File: config.mk
export PLATFORM = sky130hd
export DESIGN_NAME = cntdiv_prog
export DESIGN_NICKNAME = d
export VERILOG_FILES = /design/src/rtl/cntdiv_pkg.sv /design/src/rtl/cntdiv_chan.sv /design/src/rtl/cntdiv_prog.sv
export SDC_FILE = /design/constraint.sdc
export NUM_CORES = 1
export LEC_CHECK = 0
export BUFFER_PORTS_ARGS = -buffer_cell sky130_fd_sc_hd__buf_2
export CORE_ASPECT_RATIO = 1.75
export CORE_MARGIN = 8
export CORE_UTILIZATION = 50
export CTS_BUF_LIST = sky130_fd_sc_hd__clkbuf_2
export CTS_CLUSTER_DIAMETER = 30
export CTS_CLUSTER_SIZE = 25
export DETAILED_ROUTE_END_ITERATION = 8
export GPL_TIMING_DRIVEN = 0
export HOLD_SLACK_MARGIN = 0.06
export PLACE_DENSITY = 0.66
export SKIP_CTS_REPAIR_TIMING = 1
export SYNTH_ARGS = -nofsm -noshare
export SYNTH_HDL_FRONTEND = slang
export SYNTH_HIERARCHICAL = 1
export SYNTH_SLANG_ARGS = --single-unit
File: constraint.sdc
create_clock -name clk -period 10.2 [get_ports clk]
set_input_delay 1.02 -clock clk [delete_from_list [all_inputs] [get_ports clk]]
set_output_delay 1.02 -clock clk [all_outputs]
set_load 0.02 [all_outputs]
File: src/rtl/cntdiv_pkg.sv
// Shared types for the programmable clock divider: channel FSM states,
// the per-channel settings record and the clamp applied to incoming configs.
package cntdiv_pkg;

    // Settings fields are sized for the widest supported WIDTH; narrower
    // channels zero-extend into them and the unused upper bits stay constant.
    localparam int CFG_W = 32;

    typedef enum logic [1:0] {
        IDLE = 2'd0,
        RUN  = 2'd1,
        DONE = 2'd2
    } chan_state_t;

    typedef struct packed {
        logic [CFG_W-1:0] div;
        logic [CFG_W-1:0] high;
        logic             oneshot;
    } chan_cfg_t;

    // Keeps div >= 2 and high <= div-1 so div-high can never underflow.
    function automatic chan_cfg_t clamp_cfg(input chan_cfg_t req);
        chan_cfg_t res;
        res = req;
        if (req.div < CFG_W'(2)) begin
            res.div = CFG_W'(2);
        end
        if (req.high > res.div - CFG_W'(1)) begin
            res.high = res.div - CFG_W'(1);
        end
        return res;
    endfunction

endpackage

File: src/rtl/cntdiv_chan.sv
// One divider channel: IDLE/RUN/DONE state machine, period counter,
// shadow settings with pending flag, and registered clkdiv/tick/busy.
module cntdiv_chan
    import cntdiv_pkg::*;
#(
    parameter int WIDTH       = 16,
    parameter int DEFAULT_DIV = 10
) (
    input  logic             clk,
    input  logic             rst,
    input  logic             en,
    input  logic             cfg_we,
    input  logic [WIDTH-1:0] cfg_div,
    input  logic [WIDTH-1:0] cfg_high,
    input  logic             cfg_oneshot,
    output logic             pending,
    output logic             clkdiv,
    output logic             tick,
    output logic             busy
);

    localparam chan_cfg_t RESET_CFG = '{
        div:     CFG_W'(DEFAULT_DIV),
        high:    CFG_W'(DEFAULT_DIV / 2),
        oneshot: 1'b0
    };

    chan_state_t      r_state;
    logic [WIDTH-1:0] r_cnt;
    chan_cfg_t        r_act;
    chan_cfg_t        r_shadow;
    logic             r_pending;
    logic             r_clkdiv;
    logic             r_tick;
    logic             r_busy;

    logic [CFG_W-1:0] w_cnt_ext;
    logic             w_run;
    logic             w_last;
    logic             w_in_high;
    logic             w_apply;
    chan_cfg_t        w_req;

    assign w_cnt_ext = CFG_W'(r_cnt);
    assign w_run     = (r_state == RUN);
    assign w_last    = w_run && (w_cnt_ext == r_act.div - CFG_W'(1));
    assign w_in_high = (w_cnt_ext >= r_act.div - r_act.high);
    // Settings only change at a period boundary or while not running.
    assign w_apply   = r_pending && (!w_run || w_last);
    assign w_req     = '{div: CFG_W'(cfg_div), high: CFG_W'(cfg_high), oneshot: cfg_oneshot};

    always_ff @(posedge clk) begin
        if (rst) begin
            r_state   <= IDLE;
            r_cnt     <= '0;
            r_act     <= RESET_CFG;
            // NOTE: the shadow is reset too, so a reset discards any queued config.
            r_shadow  <= RESET_CFG;
            r_pending <= 1'b0;
            r_clkdiv  <= 1'b0;
            r_tick    <= 1'b0;
            r_busy    <= 1'b0;
        end else begin
            r_clkdiv <= w_run && w_in_high;
            r_tick   <= w_last;

            if (cfg_we) begin
                r_shadow  <= clamp_cfg(w_req);
                r_pending <= 1'b1;
            end else if (w_apply) begin
                r_act     <= r_shadow;
                r_pending <= 1'b0;
            end

            case (r_state)
                IDLE: begin
                    r_cnt  <= '0;
                    r_busy <= en;
                    if (en) begin
                        r_state <= RUN;
                    end
                end
                RUN: begin
                    if (!en) begin
                        r_state <= IDLE;
                        r_cnt   <= '0;
                        r_busy  <= 1'b0;
                    end else if (w_last) begin
                        r_cnt <= '0;
                        if (r_act.oneshot) begin
                            r_state <= DONE;
                            r_busy  <= 1'b0;
                        end else begin
                            r_busy <= 1'b1;
                        end
                    end else begin
                        r_cnt  <= r_cnt + WIDTH'(1);
                        r_busy <= 1'b1;
                    end
                end
                DONE: begin
                    r_busy <= 1'b0;
                    if (!en) begin
                        r_state <= IDLE;
                    end
                end
                default: begin
                    r_state <= IDLE;
                    r_cnt   <= '0;
                    r_busy  <= 1'b0;
                end
            endcase
        end
    end

    assign pending = r_pending;
    assign clkdiv  = r_clkdiv;
    assign tick    = r_tick;
    assign busy    = r_busy;

endmodule

File: src/rtl/cntdiv_prog.sv
// Multi-channel programmable clock divider: decodes the config port onto
// NCH independent cntdiv_chan instances and drives the shared cfg_ready.
module cntdiv_prog
    import cntdiv_pkg::*;
#(
    parameter int NCH         = 4,
    parameter int WIDTH       = 16,
    parameter int DEFAULT_DIV = 10
) (
    input  logic                                 clk,
    input  logic                                 rst,
    input  logic [NCH-1:0]                       en,
    input  logic                                 cfg_valid,
    output logic                                 cfg_ready,
    input  logic [$clog2(NCH > 1 ? NCH : 2)-1:0] cfg_ch,
    input  logic [WIDTH-1:0]                     cfg_div,
    input  logic [WIDTH-1:0]                     cfg_high,
    input  logic                                 cfg_oneshot,
    output logic [NCH-1:0]                       clkdiv,
    output logic [NCH-1:0]                       tick,
    output logic [NCH-1:0]                       busy
);

    localparam int CH_W    = $clog2(NCH > 1 ? NCH : 2);
    localparam int CH_SPAN = 1 << CH_W;

    logic [NCH-1:0]     w_pending;
    logic [CH_SPAN-1:0] w_pend_span;
    logic               w_accept;

    // Unused channel codes read as never-pending, so they are accepted and dropped.
    always_comb begin
        w_pend_span             = '0;
        w_pend_span[NCH-1:0]    = w_pending;
    end

    // NOTE: cfg_ready is combinational on cfg_ch; no register sits on this path.
    assign cfg_ready = !rst && !w_pend_span[cfg_ch];
    assign w_accept  = cfg_valid && cfg_ready;

    for (genvar g = 0; g < NCH; g++) begin : g_chan
        cntdiv_chan #(
            .WIDTH       (WIDTH),
            .DEFAULT_DIV (DEFAULT_DIV)
        ) u_chan (
            .clk         (clk),
            .rst         (rst),
            .en          (en[g]),
            .cfg_we      (w_accept && (cfg_ch == CH_W'(g))),
            .cfg_div     (cfg_div),
            .cfg_high    (cfg_high),
            .cfg_oneshot (cfg_oneshot),
            .pending     (w_pending[g]),
            .clkdiv      (clkdiv[g]),
            .tick        (tick[g]),
            .busy        (busy[g])
        );
    end

endmodule

---- After elaboration in Yosys (flattened, before gate mapping) ----
Cells that the tools add are included.
Widths: inputs -> output; s select.
word-level totals
  register bits after elaboration ......... 608
  bits in latches ......................... 0
  memory bits (writable) .................. 0
  bits in read-only memories .............. 0
  input port bits ......................... 42
  output and inout bits ................... 13
  word-level logic and storage cells ...... 229
  memories ................................ 0
operators by class
  add/sub/neg operators ................... 16
  multiply operators ...................... 0
  div/mod/pow operators ................... 0
  $lt $le $gt $ge ......................... 10
  eq/ne operators ......................... 31
  shifts and indexed selects .............. 0
  multiplexer cells ....................... 75
  bitwise operators ....................... 4
  reduce and logical (&&, ||, !) cells .... 45
operator list
  kind                   count
  $mux 32                12
  $sub 32x1->32 const B  8
  $mux 16                9
  $eq 16x32->1           4
  $ge 16x32->1           4
  $gt 16x32->1           4
  $pmux 16 s2            4
  $sub 32x32->32         4
  $add 16x1->16 const B  4
  $mux 2                 20
  $pmux 2 s3             4
  $mux 1                 21
  $logic_and 1x1->1      18
  $lt 16x2->1 const B    1
  $ne 2x2->1 const B     8
  $reduce_and 4->1       4
  $eq 2x2->1 const B     6
  $ne 3x2->1 const B     4
  $ne 3x3->1 const B     4
  $eq 2x1->1 const B     5
  $logic_not 2->1        5
  $pmux 1 s2             4
  $reduce_and 2->1       4
  $reduce_bool 2->1      4
  5 further kinds        16

---- Longest topological paths before layout ----
Gate-level depths: netlist (run 1).
  depth in word-level cells ............... 11
  depth in mapped cells ................... 21

---- By module ----
Netlist (run 1), hierarchy kept.
modules (own cells, without submodules)
  module                               times used  cells each  area an instance (um^2)  seq. area each (um^2)
  cntdiv_chan at g_chan[0].u_chan ...  2           874         7430.9                   2362.3
  cntdiv_chan at g_chan[3].u_chan      1           882         7404.6                   2362.3
  cntdiv_chan at g_chan[1].u_chan      1           830         7126.8                   2362.3
  cntdiv_prog                          1           8           67.6                     0.0

---- Worst setup path before layout (run 1) ----
Ideal clock, no wire load.
  path kind ............................... input port to flip-flop
  start ................................... input cfg_div[6]
  end ..................................... register g_chan[0].u_chan/r_shadow[14] (netlist name)
  library setup time ...................... 0.117 ns
  data arrival time ....................... 5.046 ns
  required time ........................... 10.083 ns
  path slack .............................. 5.037 ns
  cell stages on the path ................. 17
  cell sequence ........................... or4_1 > nor4_1 > nand3b_1 > o21ai_0 > ha_1 > nand2_1 > nor3_1 > xnor2_1 > ha_1 > and3_1 > a221o_1 > a221oi_1 > o221ai_1 > clkbuf_1 > a21oi_1 > nor2_1 > a32o_1
between the ends
  longest elaborated chain between the ends .. 7
ends and longest elaborated chain
  what                    RTL line                            text
  start: declaration      cntdiv_prog.sv:16                   input logic [WIDTH-1:0] cfg_div,
  $lt 16x2->1             cntdiv_pkg.sv:25                    if (req.div < CFG_W'(2)) begin
  $mux 16 (*)             cntdiv_pkg.sv:25
  $mux 32 (*)             cntdiv_chan.sv:67                   if (cfg_we) begin
  $mux 32 (*)             cntdiv_chan.sv:53                   if (rst) begin
  $sub 32x1->32 (*)       cntdiv_pkg.sv:28, cntdiv_pkg.sv:29
  $gt 16x32->1            cntdiv_pkg.sv:28                    if (req.high > res.div - CFG_W'(1)) begin
  $mux 32 (*)             cntdiv_pkg.sv:28
  end signal: assignment  cntdiv_chan.sv:68                   r_shadow <= clamp_cfg(w_req);
  end: declaration        cntdiv_chan.sv:31                   chan_cfg_t r_shadow;
Mark *: on every way between the ends. The rest lies on a longest branch, timed or not. The select of a mux whose other input is x is not followed.
A chain may end at the register's enable or synchronous reset.

---- Worst setup path after layout (run 1) ----
  start ................................... input cfg_div[6]
  end ..................................... register g_chan[0].u_chan/r_shadow[15] (netlist name)
Same word-level chain as after synthesis.

==> results of run 1 <==
==> per-stage QoR <==
stage	total power, mW	utilization [%]	std cells	setup WS, ns
after global placement	2.24	52.7	4295	3.26
after floorplan	2.12	-	3468	5.04
after CTS	3.50	54.3	4435	4.52
final	3.45	54.4	4450	4.23
after detailed placement	2.24	52.7	4295	3.23
after global routing	3.62	54.4	4442	3.94
==> registers in the layout, summed over array words and instances, names as in the netlist <==
register	count
g_chan.u_chan/r_act	192
g_chan.u_chan/pending	4
g_chan.u_chan/r_state	8
g_chan.u_chan/r_shadow	192
g_chan.u_chan/tick	4
g_chan.u_chan/busy	4
g_chan.u_chan/clkdiv	4
g_chan.u_chan/r_cnt	64
==> path summary, 6_finish.rpt <==
| check | startpoint | to | slack (ns) | depth (start not counted) |
|---|---|---|---|---|
| max | cfg_div[6] | g_chan[0].u_chan/r_shadow[15]$_SDFFE_PP0P_ | 4.23 | 17 |
| min | en[1] | g_chan[1].u_chan/r_state[1]$_SDFFE_PP0P_ | 0.15 | 2 |
| max reg2reg | g_chan[2].u_chan/r_act[33]$_SDFFE_PP0P_ | g_chan[2].u_chan/clkdiv$_SDFF_PP0_ | 5.27 | 17 |
| min reg2reg | g_chan[3].u_chan/r_shadow[4]$_SDFFE_PP0P_ | g_chan[3].u_chan/r_act[4]$_SDFFE_PP0P_ | 0.45 | 2 |
==> layout make-up <==
class                   count  area [um2]  share of cell area (%)
well taps                 773         967                    3.05
clock buffers              89         445                    1.41
multi-input cells        2699       18600                    58.6
repair buffers             54         270                   0.853
flip-flops and latches    472        9450                    29.8
diodes                     15        37.5                   0.118
inverters                 143         537                    1.69
plain buffers             154         905                    2.85
clock inverters            51         508                    1.60
==> cells by family (layout without fill, tap and decap cells) <==
logic type,count (synthesis),after routing
adders and majority gates,216,216
AOI/OAI and AO/OA,624,624
buffers and inverters,297,491
DFF,472,472
other,0,15
xor gates and xnor gates,245,245
muxes,257,257
and+or+nand+nor,1357,1357
==> layout by cell type, fill, tap and decap left out, types with 20 or more instances in the layout <==
cell	Yosys	final
nor2b_1	42	42
or4_1	33	33
xnor2_1	139	139
nand4_1	57	57
nand3_1	88	88
nor4_1	43	43
clkbuf_1	107	107
o21a_1	20	20
ha_1	212	212
o211ai_1	26	26
nand2b_1	34	34
inv_1	141	141
mux2i_1	253	253
a21o_1	76	76
dfxtp_1	472	472
a21oi_1	182	182
buf_2	10	64
nor3_1	110	110
xor2_1	106	106
and3_1	58	58
a31oi_1	28	28
o21ai_0	80	80
nor2_1	417	417
and2_1	69	69
clkbuf_2	0	89
nand2_1	277	277
==> power by group through the flow <==
stage          clock network, mW  registers [mW]  logic [mW]
3_5_place_dp                   0            1.91       0.331
4_1_cts                     1.30            1.87       0.333
3_3_place_gp                   0            1.91       0.329
6_report                    1.24            1.87       0.336
2_1_floorplan                  0            1.91       0.209
5_1_grt                     1.37            1.88       0.366
==> cell usage after synthesis (26+ instances only) <==
master	count
and2_1	69
nand4_1	57
or4_1	33
mux2i_1	253
o21ai_0	80
nor4_1	43
ha_1	212
nor3_1	110
nand2b_1	34
inv_1	141
dfxtp_1	472
nand2_1	277
nor2b_1	42
nor2_1	417
a21o_1	76
and3_1	58
nand3_1	88
a21oi_1	182
xor2_1	106
o211ai_1	26
xnor2_1	139
a31oi_1	28
clkbuf_1	107
==> layer usage <==
layer	up-vias	global-route usage, %	part of all wire, %
li1	12700	-	-
met5	-	0	0.071
met1	12100	26.1	38
met3	301	4.66	4.5
met2	617	46.7	51
met4	10	16.9	6.6
==> impl_metrics.yaml, run 1 <==
status:
  status: "complete, no violations"
setup_path:
  cpPeakStageDelay_ns: 0.89
  cp.arrival_ns: 7.05
  crit_slowest_cell: "nor4_1"
  cp-start-kind: "input pin"
  cp_data_required_time_ns: 11.28
  crit_buf_inv: 2
  crit_family: "simple AND/OR/NAND/NOR gates"
  worstPathCellList: "buf_2 -> or4_1 -> nor4_1 -> nand3b_1 -> o21ai_0 -> ha_1 -> nand3_1 -> nor3_1 -> xnor2_1 -> ha_1 -> and4_1 -> nand3_1 -> or2_1 -> o221ai_1 -> clkbuf_1 -> a21oi_1 -> o32ai_1"
  critPathCaptureType: "flip-flop"
  crit_type: "input pin to flip-flop"
  path_max_fanout: 20
cts:
  cts_buffers: 79
  cts_root_buf: "clkbuf_2"
  clock_sinks: 472
  cts.path.max_buffers: 3
  tritoncts: "done"
  clock_latency_ns: 1.16
  path_clk_slew_ns: 0.20
  htreeDepth: 3
synth:
  ys.flop_type: "dfxtp_1"
  yosysSeqAreaShare_pct: 32.1
  synth_xor_area_share_pct: 7.28
  post_synth_num_cell_types: 100
  synthAdderAreaFrac_pct: 9.28
  synth.ff_latch_count: 472
  async_flop_share_pct: 0
  synthSimpleGateAreaFrac_pct: 23.3
  syn_area_um2: 29500
  synth_compound_area_share_pct: 14.4
  yosysTopAreaCellShare_pct: 32.1
  ys_warn_count: 6
  synth-edff-count: 0
  postSynthCellCount: 3468
  avgSynthCellArea_um2: 8.50
  yosys.area.top_type: "dfxtp_1"
  syn-num-nets: 3726
  synth_mux_area_share_pct: 8.79
  synth_area_leaders: "dfxtp_1 (32%), ha_1 (9.0%), mux2i_1 (8.6%), nor2_1 (5.3%), xnor2_1 (4.1%)"
  synth_top_family_by_area: "simple AND/OR/NAND/NOR gates"
global_routing:
  grt_pass1_vias: 25700
  grt-ovfl-total: 0
  grt_pass1_wl_mm: 137
  grt_max_degree: 22
  antenna_found_initial: 19
  grtUsageTotal_pct: 25.5
route:
  remaining_drc_errors: 0
  routedWlPerCell_um: 19.4
  viasPerCell: 5.79
  drt.antenna.violating_nets: 0
  first_pass_iters: 5
  dr.first_iter.drc_count: 1251
  routed_wl_mm: 86.5
  num_vias: 25800
layout:
  layout.nets: 3861
  nFillCells: 5705
  drive_gt1_share_pct: 7.59
  design_area_um2: 31700
  syn2layout_area_growth_pct: 7.56
timing:
  post-route-min-period_ns: 5.97
  tns_ns: 0
  rsz0062_at_grt: "no"
  max_freq_mhz: 167
  finalClockSkew_ns: 0.0677
  finalSetupViolations: 0
  fin_crit_sh_pct: 58.6
  worstMarginPinSlew_ns: 1.17
  hold_viol: 0
  drv_slew: 0
  maxSlewHeadroom_pct: 21.2
  hold-worst-slack_ns: 0.152
flow_run:
  drv_cap: 0
pwr:
  p_switching_mw: 1.03
  seqPwrFrac_pct: 54.3
  power.share.clock_pct: 36.0
  power.density_nw_per_um2: 109
  p_leak_nw: 13.1
  p_int_mw: 2.42
  switching_share_pct: 29.9
  p_comb_share_pct: 9.7
  vdd_drop_max_v: 0.000106
die:
  die_w_um: 199
  fp.dieArea_um2: 67300
  core_area_um2: 58300
  fp-row-count: 117
  ioPinCount: 55
  start_util_pct: 50.6
  fp.dieH_um: 337
place:
  place_area_um2: 30700
  dp_hpwl_mm: 67.4
  io_buffers: 54
  gp_congestion: 0.987
min_path:
  worst_hold_path_type: "input pin to flip-flop"
(Power assumes the default switching activity.)
==> run 2, diff against run 1 <==
--- a/config.mk
+++ b/config.mk
@@ -15,7 +15,7 @@
 export DETAILED_ROUTE_END_ITERATION = 8
 export GPL_TIMING_DRIVEN = 0
 export HOLD_SLACK_MARGIN = 0.06
-export PLACE_DENSITY = 0.66
+export PLACE_DENSITY = 0.68
 export SKIP_CTS_REPAIR_TIMING = 1
 export SYNTH_ARGS = -nofsm -noshare
 export SYNTH_HDL_FRONTEND = slang
==> constraint.sdc (replaced) <==
create_clock -name clk -period 4.95 [get_ports clk]
set_input_delay 0.495 -clock clk [delete_from_list [all_inputs] [get_ports clk]]
set_output_delay 0.495 -clock clk [all_outputs]
set_load 0.02 [all_outputs]
==> impl_metrics.yaml, run 2 (synthesized netlist as in run 1, its figures left out) <==
setup_path:
  crit_path_end: "g_chan[3].u_chan/r_shadow[12]$_SDFFE_PP0P_"
  r2r-end: "g_chan[2].u_chan/clkdiv$_SDFF_PP0_"
  rrSetupSlack_ns: 0.34
  cp_data_required_time_ns: 5.96
  cp-start-kind: "input pin"
  critPathLaunch: "cfg_div[2]"
  cp.arrival_ns: 5.76
  path_max_fanout: 17
  r2r_cells: 18
  reg2reg_from: "g_chan[2].u_chan/r_act[33]$_SDFFE_PP0P_"
  critPathCaptureType: "flip-flop"
  crit_type: "input pin to flip-flop"
timing:
  max_freq_mhz: 210
  fin_crit_sh_pct: 96.1
  finalClockSkew_ns: 0.120
  worstMarginPinSlew_ns: 1.31
  maxSlewHeadroom_pct: 11.9
  hold_viol: 0
  finalSetupViolations: 0
  post-route-min-period_ns: 4.76
  drv_slew: 0
pwr:
  vdd_drop_max_v: 0.000130
  p_total_mw: 7.31
  power.density_nw_per_um2: 226
  p_leak_nw: 13.4
global_routing:
  grt-ovfl-total: 0
  grt_pass1_vias: 25500
  grt_max_degree: 22
  grt_pass1_wl_mm: 135
  grtUsageTotal_pct: 25.3
  antenna_found_initial: 5
cts:
  tritoncts: "done"
  cts_buffers: 78
  clock_sinks: 472
  cts_root_buf: "clkbuf_2"
  path_clk_slew_ns: 0.19
  htreeDepth: 3
  clock_latency_ns: 1.19
  cts.path.max_buffers: 3
die:
  fp.dieH_um: 337
  ioPinCount: 55
  start_util_pct: 50.6
  core_area_um2: 58300
  fp-row-count: 117
  die_w_um: 199
  fp.dieArea_um2: 67300
layout:
  final_common_cell: "dfxtp_1"
  nFillCells: 5650
  design_area_um2: 32300
  drive_gt1_share_pct: 7.58
  multi_input_area_um2: 18600
  register_area_um2: 9450
  reg.largest.list: "g_chan.u_chan/r_act (192), g_chan.u_chan/r_shadow (192), g_chan.u_chan/r_cnt (64)"
  syn2layout_area_growth_pct: 9.67
  layout.nets: 3916
  final_cell_mix: "dfxtp_1 (471), nor2_1 (417), nand2_1 (277), mux2i_1 (253), ha_1 (212)"
route:
  num_vias: 26300
  viasPerCell: 5.84
  routedWlPerCell_um: 19.8
  first_pass_iters: 6
  routed_wl_mm: 88.9
  dr.first_iter.drc_count: 1683
  remaining_drc_errors: 0
  drt.antenna.violating_nets: 0
place:
  place_area_um2: 30700
  io_buffers: 54
  gp_congestion: 0.975
  dp_hpwl_mm: 65.4
status:
  status: "complete, no violations"
min_path:
  worst_hold_path_type: "input pin to flip-flop"
flow_run:
  drv_cap: 0
## run 2: cell types whose count changed in the layout (fill, tap and decap cells not counted), moves of 2 or more
cell           previous run  this run
clkbuf_2                 89        86
clkinv_4                  7        10
clkinvlp_4               11         7
o21ai_0                  80        77
diode_2                  15         7
o21ai_1                   9        12
dlygate4sd3_1             0        56
bufinv_16                 6         8
clkinv_2                  8        10
## run 2: worst min-delay path by stage
stage / from / slack, ns / cells past startpoint / to
2_1_floorplan: g_chan[0].u_chan/r_shadow[18]$_SDFFE_PP0P_ / 0.43 / 1 / g_chan[0].u_chan/r_shadow[18]$_SDFFE_PP0P_
3_3_place_gp: g_chan[0].u_chan/r_shadow[20]$_SDFFE_PP0P_ / 0.44 / 1 / g_chan[0].u_chan/r_shadow[20]$_SDFFE_PP0P_
3_5_place_dp: g_chan[2].u_chan/r_shadow[24]$_SDFFE_PP0P_ / 0.44 / 1 / g_chan[2].u_chan/r_shadow[24]$_SDFFE_PP0P_
4_1_cts: en[1] / -0.51 / 2 / g_chan[1].u_chan/r_state[1]$_SDFFE_PP0P_
5_1_grt: cfg_div[10] / 0.11 / 4 / g_chan[0].u_chan/r_shadow[11]$_SDFFE_PP0P_
6_report: cfg_div[7] / 0.14 / 4 / g_chan[2].u_chan/r_shadow[8]$_SDFFE_PP0P_
## run 2: layout make-up
class                           count  area share (%)
Multi-Input combinational cell   2699            57.5
Timing Repair Buffer              110            2.57
Buffer                            154            2.80
Sequential cell                   472            29.2
Antenna cell                        7          0.0542
Tap cell                          773            2.99
Inverter                          143            1.66
Clock buffer                       86            1.33
Clock inverter                     56            1.83
## run 2: worst max-delay path, stage by stage
cell	delay, ns
buf_2	0.28
or4_1	0.71
nor3_4	0.39
nand2_1	0.19
o21ai_1	0.39
ha_1	0.42
nand2_1	0.14
xor2_1	0.18
ha_1	0.32
and3_1	0.18
a221oi_1	0.45
o21ai_0	0.19
o31ai_1	0.61
nor2_1	0.17
clkbuf_1	0.28
o311ai_0	0.35
## run 2: per-layer routing
metal	track usage (%)	routed length (um)	up-vias
met5	0	0	-
met4	15.8	6560	0
met3	4.21	5010	355
met2	45.9	43800	789
met1	26.6	33500	12300
li1	-	-	12800
## run 2: stage by stage
| stage | utilization, % | TNS, ns | std cells | hold slack [ns] | worst slack (ns) |
|---|---|---|---|---|---|
| after floorplan | - | 0 | 3468 | 0.429 | 0.312 |
| after global placement | 52.7 | -50.02 | 4295 | 0.441 | -1.14 |
| after detailed placement | 52.7 | -50.57 | 4295 | 0.443 | -1.16 |
| after CTS | 54.4 | 0 | 4437 | -0.513 | 0.0537 |
| after global routing | 55.4 | -0.0645 | 4496 | 0.108 | -0.0371 |
| final | 55.5 | 0 | 4500 | 0.138 | 0.191 |
## run 2: where the power goes
part | internal (mW) | switching (mW)
registers | 3.84 | 0.0245
logic | 0.267 | 0.483
clock network | 1.02 | 1.68
total | 5.12 | 2.19
